[src/rtl/sr_latch_checker_sat_counter.sv]
// Saturating event counter with synchronous clear; sticks at all-ones.
module sat_counter #(
    parameter int W = 8
) (
    input  logic         clk,
    input  logic         clr,
    input  logic         inc,
    output logic [W-1:0] cnt_o
);

    logic [W-1:0] cnt_q;
    logic [W-1:0] cnt_d;

    always_comb begin
        cnt_d = cnt_q;
        if (inc && (cnt_q != {W{1'b1}})) begin
            cnt_d = cnt_q + {{(W-1){1'b0}}, 1'b1};
        end
    end

    always_ff @(posedge clk) begin
        if (clr) begin
            cnt_q <= '0;
        end else begin
            cnt_q <= cnt_d;
        end
    end

    assign cnt_o = cnt_q;

endmodule

[config.mk]
export PLATFORM = sky130hd
export DESIGN_NAME = sat_counter
export DESIGN_NICKNAME = d
export VERILOG_FILES = /design/src/rtl/sr_latch_checker_sat_counter.sv
export SDC_FILE = /design/constraint.sdc
export NUM_CORES = 1
export LEC_CHECK = 0
export ABC_AREA = 1
export ABC_CLOCK_PERIOD_IN_PS = 1200
export BUFFER_PORTS_ARGS = -buffer_cell sky130_fd_sc_hd__buf_2
export CELL_PAD_IN_SITES_DETAIL_PLACEMENT = 1
export CELL_PAD_IN_SITES_GLOBAL_PLACEMENT = 2
export CORE_ASPECT_RATIO = 1.4
export CORE_UTILIZATION = 23
export DETAILED_ROUTE_END_ITERATION = 12
export MAX_ROUTING_LAYER = met4
export PLACE_DENSITY_LB_ADDON = 0.1
export SYNTH_ARGS = -nofsm -noshare
export SYNTH_HDL_FRONTEND = slang
export SYNTH_SLANG_ARGS = --single-unit
[constraint.sdc]
create_clock -name clk -period 1.2 [get_ports clk]
set_clock_uncertainty 0.1 [all_clocks]
set_input_delay 0.12 -clock clk [delete_from_list [all_inputs] [get_ports clk]]
set_output_delay 0.12 -clock clk [all_outputs]
set_load 0.01 [all_outputs]
Word-level counts from Yosys, hierarchy flattened
Cells that the tools add are included.

Output and inout port bits: 8. Register bits: 8. Input port bits: 3. Word-level logic and storage cells: 4.

Reduce and logical (&&, ||, !) cells: 1. $add $sub $neg: 1. Equality and inequality tests: 1.

Operators by type and width (count): $add 8x1->8 const B (1); $ne 8x8->1 const B (1); $logic_and 1x1->1 (1).

Longest topological paths before layout
Depth after elaboration: 2. Depth in mapped cells: 8. Mapped depth without buffers: 7.

Worst setup path after synthesis
Ideal clock, no wire load.

Path kind: register to register. From: register cnt_q[0], in the netlist cnt_o[0]. To: register cnt_q[3], in the netlist cnt_o[3]. Arrival time: 1.136 ns. Clock period less this slack: 1.351 ns. Setup time: 0.115 ns. Data required time: 0.985 ns. Setup slack: -0.151 ns. Stages on the path, launching flop included: 8. Path buffers: 1. Cells stage by stage: dfxtp_1 -> ha_1 -> nand3_2 -> inv_2 -> nand2_2 -> buf_6 -> a21oi_1 -> nor2_1.

Cells in the longest elaborated chain, start to end: 2. Elaborated cells on any way between the ends: 3. Those cells by class: add/sub: 1; eq/ne: 1; reduce/logical: 1.

Ends and longest elaborated chain: start: declaration (line 11) `logic [W-1:0] cnt_q;`; start signal: assignment (line 25) `cnt_q <= cnt_d;`; branches (longest 2 deep; another with $add 8x1->8).

Parallel ways; which one is timed is not known. A chain may end at the register's enable or synchronous reset.

Worst setup path after layout
From: register cnt_q[0], in the netlist cnt_o[0]. To: output port cnt_o[0].

RTL lines: end: declaration (line 8) `output logic [W-1:0] cnt_o`.

No word-level cell between the ends.

==> out/results.ini <==
[setup_path]
cp.arrival_ps=970
worst_path_largest_cell_delay_ps=360
cp_top_family=buffers and inverters
crit_required_ps=980
crit_path_end_kind=primary output
crit_fanout=3
path_common_cell=buf_6
crit_type=flop to primary output
critPathSlowestCell=dfxtp_4
cp_num_buf_inv=3
crit_chain=buf_4 > buf_6 > buf_6
critPathLaunchType=flop

[power_and_ir_drop]
vdd_drop_max_uv=375
sw_frac_of_total=0.260
p_sw_uw=155
power_leakage_uw=0.000372
pwr-share-comb=0.132
pwr-share-seq=0.472
power_density_nw_per_um2=823
power_frac_clock=0.396
p_int_uw=439

[logic_synthesis]
synth-xor-area-share=0
async_flop_share=0
netlist_top_cells_count=nand2_1, nor2_1, inv_1, dfxtp_1, nand3_1
syn_area_per_cell_um2=6.29
synth_edf_count=0
ys.flop_type=dfxtp_1
synthAdderAreaFrac=0.0258
synth.most_common_cell=nand2_1
synth-simple-area-share=0.447
synth-compound-area-share=0.0724
syn_inst=77
synth.area.mux_share=0
synth_area_um2=484
ys_top_cells_by_area=dfxtp_1, nand2_1, nor2_1, nand3_1, inv_1
ys_types=15
yosysWarningCount=0
synth.net_count=81
seq_area_frac_synth=0.331
yosysTopAreaCellShare=0.331
synth_top_family_by_area=simple AND/OR/NAND/NOR gates
synth_area_leader_cell=dfxtp_1
synth-seq-cells=8

[route]
routed_wl_mm=1.41
drtPass1Iterations=4
drtIter0Drc=3
detail-route-antenna-nets=0
drc=0
avgRoutedWirePerCell_um=11.9
dr_total_vias=541
vias_per_cell=4.55

[clock_network]
cts-root-buf=clkbuf_4
clkLatencyLatePin_ps=250
clock_path_buffers=2
clk_pin_slew_ps=70
cts_tree=built
post_cts_buffers=0
clkSinkCount=8
ctsHoldBuffers=0
h-tree-depth=1
cts_inserted_buffers=3

[global_routing]
overflow=0
grt_use_total=0.147
antenna_found_initial=0
grt_pass1_wl_mm=2.28
grt_pass1_vias=551
grt_max_degree=13

[layout]
seqCellArea_um2=170
final_cells=119
largest_reg_flops=8
finalNetCount=103
drive_above_1_share=0.459
diodes=0
num-fill-cells=268
synthToLayoutAreaGrowth_pct=49.1
multi_input_area_um2=338

[timing]
hold_viol=0
period_share=0.995
setup_tns_ps=0
tightest_slew_ps=268
slew_viol_final=0
grt_setup_unrepaired=true
setup-violations-final=0
max_freq_ghz=0.838
min_period_ps=1190
relSlewSlack=0.821

[placement]
dpl.cell_count=114
routabilityCongestion=0.707
dpl.hpwl_mm=1.09
numPortBuffers=10

[floorplanning]
rows=19
dieArea_um2=2300
die_y_um=56.3
die_w_um=40.8
core_um2=1970
initial_core_util=0.245
io_pins=11

[run_status]
status=completed

[hold_path]
hold_path.class=primary input to flop

[flow_run]
maxCapViolCount=0

## per-stage QoR
stage                     hold slack, ps   util  worst slack, ps  power (uW)  instance area, um2
after floorplan                      184      -           -0.376         324                 504
after global placement               298  0.315            -27.4         354                 622
after detailed placement             305  0.315            -47.2         355                 622
after CTS                           24.3  0.340             6.95         599                 671
after global routing                58.9  0.366            -48.9         621                 722
final                               30.4  0.366             6.04         594                 722
## path summary, 6_finish.rpt
| path | start | to | slack, ps | cells past startpoint |
|---|---|---|---|---|
| hold / removal | clr | cnt_o[2] | 30 | 4 |
| setup reg to reg | cnt_o[0] | cnt_o[2] | 6 | 7 |
| setup / recovery | cnt_o[0] | cnt_o[0] | 6 | 3 |
| hold reg to reg | cnt_o[5] | cnt_o[5] | 430 | 2 |
## cell type report
type	count	share of cell area
tap	21	0.0364
sequential	8	0.236
multi-input combinational	57	0.468
timing repair buffer	18	0.166
clock buffer	4	0.0364
inverter	11	0.0572
## power groups by stage
stage	clock network [uW]	logic, uW	registers (uW)
3_5_place_dp	0	68.5	286
5_1_grt	251	87.8	282
2_1_floorplan	0	33.2	291
4_1_cts	244	75.0	281
3_3_place_gp	0	68.0	286
6_report	235	78.4	280
## routing by layer
metal,GRT usage,share of wire,vias to the layer above
met2,0.237,0.52,8
met5,-,0,-
met4,0.0571,0.0099,0
met3,0.0237,0.025,2
li1,-,-,280
met1,0.173,0.44,251
## tightest hold or removal path, stage by stage
cell	delay, ps
buf_2	90
nor2_1	40
o21ai_1	60
inv_1	40
## kinds of logic after synthesis
| group | Yosys count |
|---|---|
| adders and majority gates | 1 |
| and+or+nand+nor | 48 |
| DFF | 8 |
| AOI/OAI and AO/OA | 7 |
| buffers and inverters | 13 |
## layout by cell type, fill, tap and decap left out
cell type	n
a21oi_1	2
ha_4	1
dfxtp_1	4
buf_6	2
nand3b_2	1
buf_2	9
nand3_1	5
o21ai_1	1
inv_1	9
a21oi_2	4
inv_2	2
clkbuf_4	3
nand3_2	4
nor2_1	11
nor2_2	4
clkbuf_1	1
nand2_4	2
nor2_4	2
dfxtp_2	2
buf_4	7
dfxtp_4	2
nand2_1	20
## timing repair
item,CTS,global route
pin swaps,0,5
cloned,0,1
setup endpoints to repair,8,9
resized for setup,6,12
Power figures use the tool's default switching activity.
